$ cat config.mk
export PLATFORM = sky130hd
export DESIGN_NAME = webp_mb_out_drain
export DESIGN_NICKNAME = d
export VERILOG_FILES = /design/src/rtl/webp_mb_out_drain.sv
export SDC_FILE = /design/constraint.sdc
export NUM_CORES = 2
export LEC_CHECK = 0
export ABC_AREA = 0
export CORE_AREA = 2 2 516 518
export CTS_CLUSTER_DIAMETER = 40
export CTS_CLUSTER_SIZE = 24
export DETAILED_ROUTE_END_ITERATION = 8
export DIE_AREA = 0 0 518 520
export SETUP_SLACK_MARGIN = 0.2
export SYNTH_ARGS = -nofsm -noshare
export SYNTH_HDL_FRONTEND = slang
export SYNTH_SLANG_ARGS = --single-unit
$ cat constraint.sdc
create_clock -name clk -period 10.6 [get_ports clk]
set_clock_uncertainty 0.2 [all_clocks]
set_input_delay 2.12 -clock clk [delete_from_list [all_inputs] [get_ports clk]]
set_output_delay 2.12 -clock clk [all_outputs]
set_load 0.02 [all_outputs]
$ cat src/rtl/webp_mb_out_drain.sv
// Drains one IN_W-bit macroblock result per FIFO pop and streams it as OUT_W-bit beats.
// Optional zero-gap prefetch of the next macroblock: define WEBP_DRAIN_PREFETCH_EN.
module webp_mb_out_drain #(
  parameter int IN_W  = 1024,
  parameter int OUT_W = 256,
  parameter int CNT_W = 20
) (
  input  logic             clk,
  input  logic             rst,
  input  logic             start,
  input  logic [9:0]       mb_w,
  input  logic [9:0]       mb_h,
  input  logic             fifo_empty,
  output logic             fifo_rd,
  input  logic [IN_W-1:0]  fifo_dout,
  output logic             m_valid,
  input  logic             m_ready,
  output logic [OUT_W-1:0] m_data,
  output logic             m_last,
  output logic [CNT_W-1:0] mb_count,
  output logic             busy,
  output logic             done,
  output logic [2:0]       dbg_state
);

  localparam int BEATS = IN_W / OUT_W;
  localparam int BW    = (BEATS > 1) ? $clog2(BEATS) : 1;
  localparam logic [BW-1:0] LAST_BEAT = BW'(BEATS - 1);

  typedef enum logic [2:0] {
    S_IDLE = 3'd0,
    S_INIT = 3'd1,
    S_RD   = 3'd2,
    S_CAPT = 3'd3,
    S_SEND = 3'd4,
    S_DONE = 3'd5
  } state_t;

  state_t                      r_state;
  state_t                      w_next;
  logic [9:0]                  r_mb_w;
  logic [9:0]                  r_mb_h;
  logic [CNT_W-1:0]            r_total;
  logic [CNT_W-1:0]            r_mb_count;
  logic [CNT_W-1:0]            w_total_calc;
  logic [BW-1:0]               r_beat;
  logic [IN_W-1:0]             r_hold;
  logic [BEATS-1:0][OUT_W-1:0] w_hold_v;
  logic                        w_hs;
  logic                        w_last_beat;
  logic                        w_mb_done;
  logic                        w_frame_end;
  logic                        w_pf_pop;
  logic                        w_pf_avail;

  // Stream handshake: a beat transfers on a cycle with m_valid & m_ready; while
  // m_valid is high and m_ready low, m_data/m_last hold and m_valid stays high.
  assign m_valid      = (r_state == S_SEND);
  assign w_hs         = m_valid & m_ready;
  assign w_last_beat  = (r_beat == LAST_BEAT);
  assign w_mb_done    = w_hs & w_last_beat;
  assign w_frame_end  = ((r_mb_count + CNT_W'(1)) == r_total);
  assign w_total_calc = CNT_W'(r_mb_w) * CNT_W'(r_mb_h);

`ifdef WEBP_DRAIN_PREFETCH_EN
  logic [IN_W-1:0] r_pf;
  logic            r_pf_valid;
  logic            r_pf_pend;
  logic            w_more;

  // Only fetch ahead while another macroblock remains after the one on the wire;
  // the pop is withheld on the final handshake so RD never double-pops.
  assign w_more     = ((r_mb_count + CNT_W'(1)) < r_total);
  assign w_pf_pop   = (r_state == S_SEND) & ~r_pf_valid & ~r_pf_pend & ~fifo_empty
                    & w_more & ~w_mb_done;
  assign w_pf_avail = r_pf_valid | r_pf_pend;
`else
  assign w_pf_pop   = 1'b0;
  assign w_pf_avail = 1'b0;
`endif

  assign fifo_rd   = ((r_state == S_RD) & ~fifo_empty) | w_pf_pop;
  assign w_hold_v  = r_hold;
  assign m_data    = w_hold_v[r_beat];
  assign m_last    = m_valid & w_last_beat & (r_mb_count == (r_total - CNT_W'(1)));
  assign mb_count  = r_mb_count;
  assign busy      = (r_state == S_INIT) | (r_state == S_RD) |
                     (r_state == S_CAPT) | (r_state == S_SEND);
  assign done      = (r_state == S_DONE);
  assign dbg_state = r_state;

  always_comb begin
    w_next = r_state;
    case (r_state)
      S_IDLE: if (start) w_next = S_INIT;
      S_INIT: w_next = (w_total_calc == '0) ? S_DONE : S_RD;
      S_RD:   if (!fifo_empty) w_next = S_CAPT;
      S_CAPT: w_next = S_SEND;
      S_SEND: begin
        if (w_mb_done) begin
          if (w_frame_end)     w_next = S_DONE;
          else if (w_pf_avail) w_next = S_SEND;
          else                 w_next = S_RD;
        end
      end
      S_DONE:  w_next = S_IDLE;
      default: w_next = S_IDLE;
    endcase
  end

  always_ff @(posedge clk) begin
    if (rst) begin
      r_state    <= S_IDLE;
      r_mb_w     <= '0;
      r_mb_h     <= '0;
      r_total    <= '0;
      r_mb_count <= '0;
      r_beat     <= '0;
      r_hold     <= '0;
    end else begin
      r_state <= w_next;
      case (r_state)
        S_IDLE: begin
          if (start) begin
            r_mb_w <= mb_w;
            r_mb_h <= mb_h;
          end
        end
        S_INIT: begin
          r_total    <= w_total_calc;
          r_mb_count <= '0;
          r_beat     <= '0;
        end
        S_CAPT: r_hold <= fifo_dout;
        S_SEND: begin
          if (w_hs) begin
            if (w_last_beat) begin
              r_beat     <= '0;
              r_mb_count <= r_mb_count + CNT_W'(1);
`ifdef WEBP_DRAIN_PREFETCH_EN
              // A pop issued last cycle has its data on fifo_dout right now.
              if (r_pf_valid)     r_hold <= r_pf;
              else if (r_pf_pend) r_hold <= fifo_dout;
`endif
            end else begin
              r_beat <= r_beat + BW'(1);
            end
          end
        end
        default: ;
      endcase
    end
  end

`ifdef WEBP_DRAIN_PREFETCH_EN
  always_ff @(posedge clk) begin
    if (rst) begin
      r_pf       <= '0;
      r_pf_valid <= 1'b0;
      r_pf_pend  <= 1'b0;
    end else if (r_state != S_SEND) begin
      r_pf_valid <= 1'b0;
      r_pf_pend  <= 1'b0;
    end else begin
      r_pf_pend <= w_pf_pop;
      if (r_pf_pend && !w_mb_done) begin
        r_pf       <= fifo_dout;
        r_pf_valid <= 1'b1;
      end else if (r_pf_valid && w_mb_done) begin
        r_pf_valid <= 1'b0;
      end
    end
  end
`endif

endmodule

==> impl_metrics.json <==
{
  "status": "completed",
  "grt_max_degree": 222,
  "cts_setup_buffers": 0,
  "drt_wl_total_um": 263000,
  "rsz0062_at_grt": "no",
  "core_um2": 264000,
  "antenna_found_initial": 121,
  "maxCapViolations": 0,
  "timing.setup.tns_ns": 0,
  "root_buffer": "clkbuf_16",
  "arrival_ns": 4.44,
  "cts_tree": "yes",
  "ir_drop_mv": 0.149,
  "area_growth_pct": 50.8,
  "total_power_w": 0.0141,
  "setup_viol": 0,
  "clock_latency_ns": 0.84,
  "hold_viol_final": 0,
  "finalCritPeriodShare_pct": 63.8,
  "cts_max_path_buffers": 4,
  "htreeDepth": 4,
  "cts.sinks": 1089,
  "postSynthAreaPerCell_um2": 8.46,
  "crit_type": "reg -> out",
  "die_x_um": 518,
  "hpwl_um": 206000,
  "io_buffers": 1332,
  "slew_viol_final": 0,
  "clk_pin_slew_ns": 0.05,
  "slew_headroom_pct": 1.78,
  "gp_congestion": 0.990,
  "synth-edff-count": 0,
  "syn-cell-area_um2": 47900,
  "ys.flop_type": "dfxtp_1",
  "grt_usage_pct": 18.8,
  "crit_path_top_delay_cell": "clkdlybuf4s50_1",
  "grt_pass1_wl_um": 362000,
  "drtPass1Iterations": 6,
  "yosysWarnings": 0,
  "rows": 189,
  "yosysUniqueCellTypes": 71,
  "dp_cells": 10124,
  "worstPathCellList": "nor4_1 -> nand3_1 -> o21ai_0 -> a21oi_1 -> a311o_1 -> a2111oi_0 -> and4_1 -> clkdlybuf4s50_1",
  "ioPinCount": 1333,
  "initial_utilization_pct": 18.2,
  "die_h_um": 520,
  "yosys-top-cells-area": "dfxtp_1, nand2_1, mux4_2",
  "critPathTopFamily": "compound AO/OA/AOI/OAI gates",
  "powerDensity_nw_per_um2": 195,
  "finalCriticalPeriod_ns": 6.76,
  "wire_per_inst_um": 24.9,
  "worstPathRequired_ns": 8.28,
  "worstMarginPinSlew_ns": 1.47,
  "leakage_nw": 24.2,
  "fmax_ghz": 0.148,
  "synth_cells": 5669,
  "fillers": 28169,
  "max_stage_delay_ns": 0.70,
  "ant_nets": 0,
  "final_core_util_pct": 27.4,
  "grt-ovfl-total": 0,
  "critPathMaxFanout": 12,
  "instances_no_fill": 10570,
  "endpoint_kind": "output port",
  "synth.top_cell.area_share_pct": 45.5,
  "drt_iter0_markers": 3902,
  "grt_pass1_vias": 46077,
  "die_area_um2": 269000,
  "drc_errors": 0,
  "synth_seq_cells": 1089,
  "cts_buffers": 223,
  "cts-resized-gates": 0,
  "drive_gt1_share_pct": 10.3,
  "start_kind": "register",
  "viasPerCell": 4.42,
  "syn-num-nets": 6838,
  "async_flop_share_pct": 0,
  "yosysSeqAreaShare_pct": 45.5,
  "critPathBufInv": 1,
  "nNetsFinal": 7985,
  "hold_path.class": "reg -> reg",
  "cts_hold_buf": 0,
  "vias": 46689,
  "synth_top_cell_by_area": "dfxtp_1"
}
-- power by group --
| group | internal [W] | total (W) | switching [W] |
|---|---|---|---|
| logic | 0.000963 | 0.00217 | 0.00120 |
| registers | 0.00439 | 0.00466 | 0.000274 |
| clock network | 0.00465 | 0.00728 | 0.00263 |
| total | 0.0100 | 0.0141 | 0.00410 |
-- placed cells by master (no fill, tap or decap), drive strengths merged, types with 9 or more instances in the layout --
master         count
nand4             12
buf               43
o21ai             21
nand2b            12
nor3              20
a21oi           1095
fa                62
nand2           2181
mux4             256
inv              115
xor2              19
clkinvlp          33
diode             34
clkbuf           254
and2              74
o211ai             9
a211oi            12
clkinv            55
xnor2             36
nor4              11
dfxtp           1089
clkdlybuf4s50   1331
nand3             23
bufinv            25
ha                58
nor2              52
-- per-stage QoR --
step / cell area [um2] / worst slack [ns] / hold slack [ns]
global placement: 64400 / 4.15 / 0.238
CTS: 72200 / 3.68 / 0.250
global route: 72200 / 3.44 / 0.265
floorplan: 47900 / 4.84 / 0.233
finish: 72300 / 3.84 / 0.249
detailed placement: 64400 / 4.27 / 0.243
-- cells by family (layout without fill, tap and decap cells) --
logic type	after synthesis	after routing	synth area share [%]
simple gates	2429	2429	20.1
compound gates	1195	1195	13.0
flops	1089	1089	45.5
buf+inv	522	1856	4.21
mux	259	259	12.1
fa+ha+maj	120	120	4.10
xor+xnor	55	55	1.00
other cells	0	34	0
-- registers in the layout (all words and copies together) (netlist names) --
| name | count |
|---|---|
| r_hold | 1024 |
| mb_count | 20 |
| r_total | 20 |
| r_mb_h | 10 |
| r_mb_w | 10 |
| dbg_state | 3 |
| r_beat | 2 |
-- worst paths after layout --
path	depth (start not counted)	slack (ns)	from	endpoint
worst max-delay path	8	3.84	r_total[6]	m_last
worst min-delay path	2	0.25	r_hold[791]	r_hold[791]
worst max register to register	20	4.28	r_mb_w[7]	dbg_state[1]
worst min register to register	2	0.25	r_hold[791]	r_hold[791]
-- final cells by class --
class / instances / area (um2) / share of cell area (%)
Multi-Input combinational cell: 4058 / 24100 / 33.4
Sequential cell: 1089 / 21800 / 30.2
Timing Repair Buffer: 1374 / 13800 / 19.1
Clock buffer: 254 / 5860 / 8.10
Tap cell: 3533 / 4420 / 6.12
Clock inverter: 158 / 1940 / 2.69
Inverter: 70 / 263 / 0.364
Antenna cell: 34 / 85.1 / 0.118
-- worst reg2reg max path, delay by kind of cell (launching register included) --
family / cells / cell delay, ns
adders and majority gates: 6 / 2.96
and+or+nand+nor: 3 / 0.69
buffers and inverters: 5 / 0.29
DFF: 1 / 0.60
AOI/OAI and AO/OA: 6 / 1.53
-- layer usage --
metal  part of all wire, %  wire, um  up-vias  global-route usage [%]
li1                      -         -    21417                       -
met1                    41    107000    22608                    23.2
met2                    46    120000     2137                    30.1
met3                    10     26200      473                    6.64
met4                   3.4      8980       54                    6.25
met5                  0.14       359        -                       0
-- cells in the mapped netlist, types with 11 or more instances --
library cell and number:
nand2_1 2181, a21oi_1 1095, dfxtp_1 1089, clkbuf_1 402, mux4_2 256, and2_1 74, inv_1 70, fa_1 62
ha_1 58, nor2_1 52, buf_1 41, xnor2_1 36, nand3_1 22, o21ai_0 21, xor2_1 19, nor3_1 18
a211oi_1 12, nand2b_1 12, nand4_1 11
(Power assumes the default switching activity.)
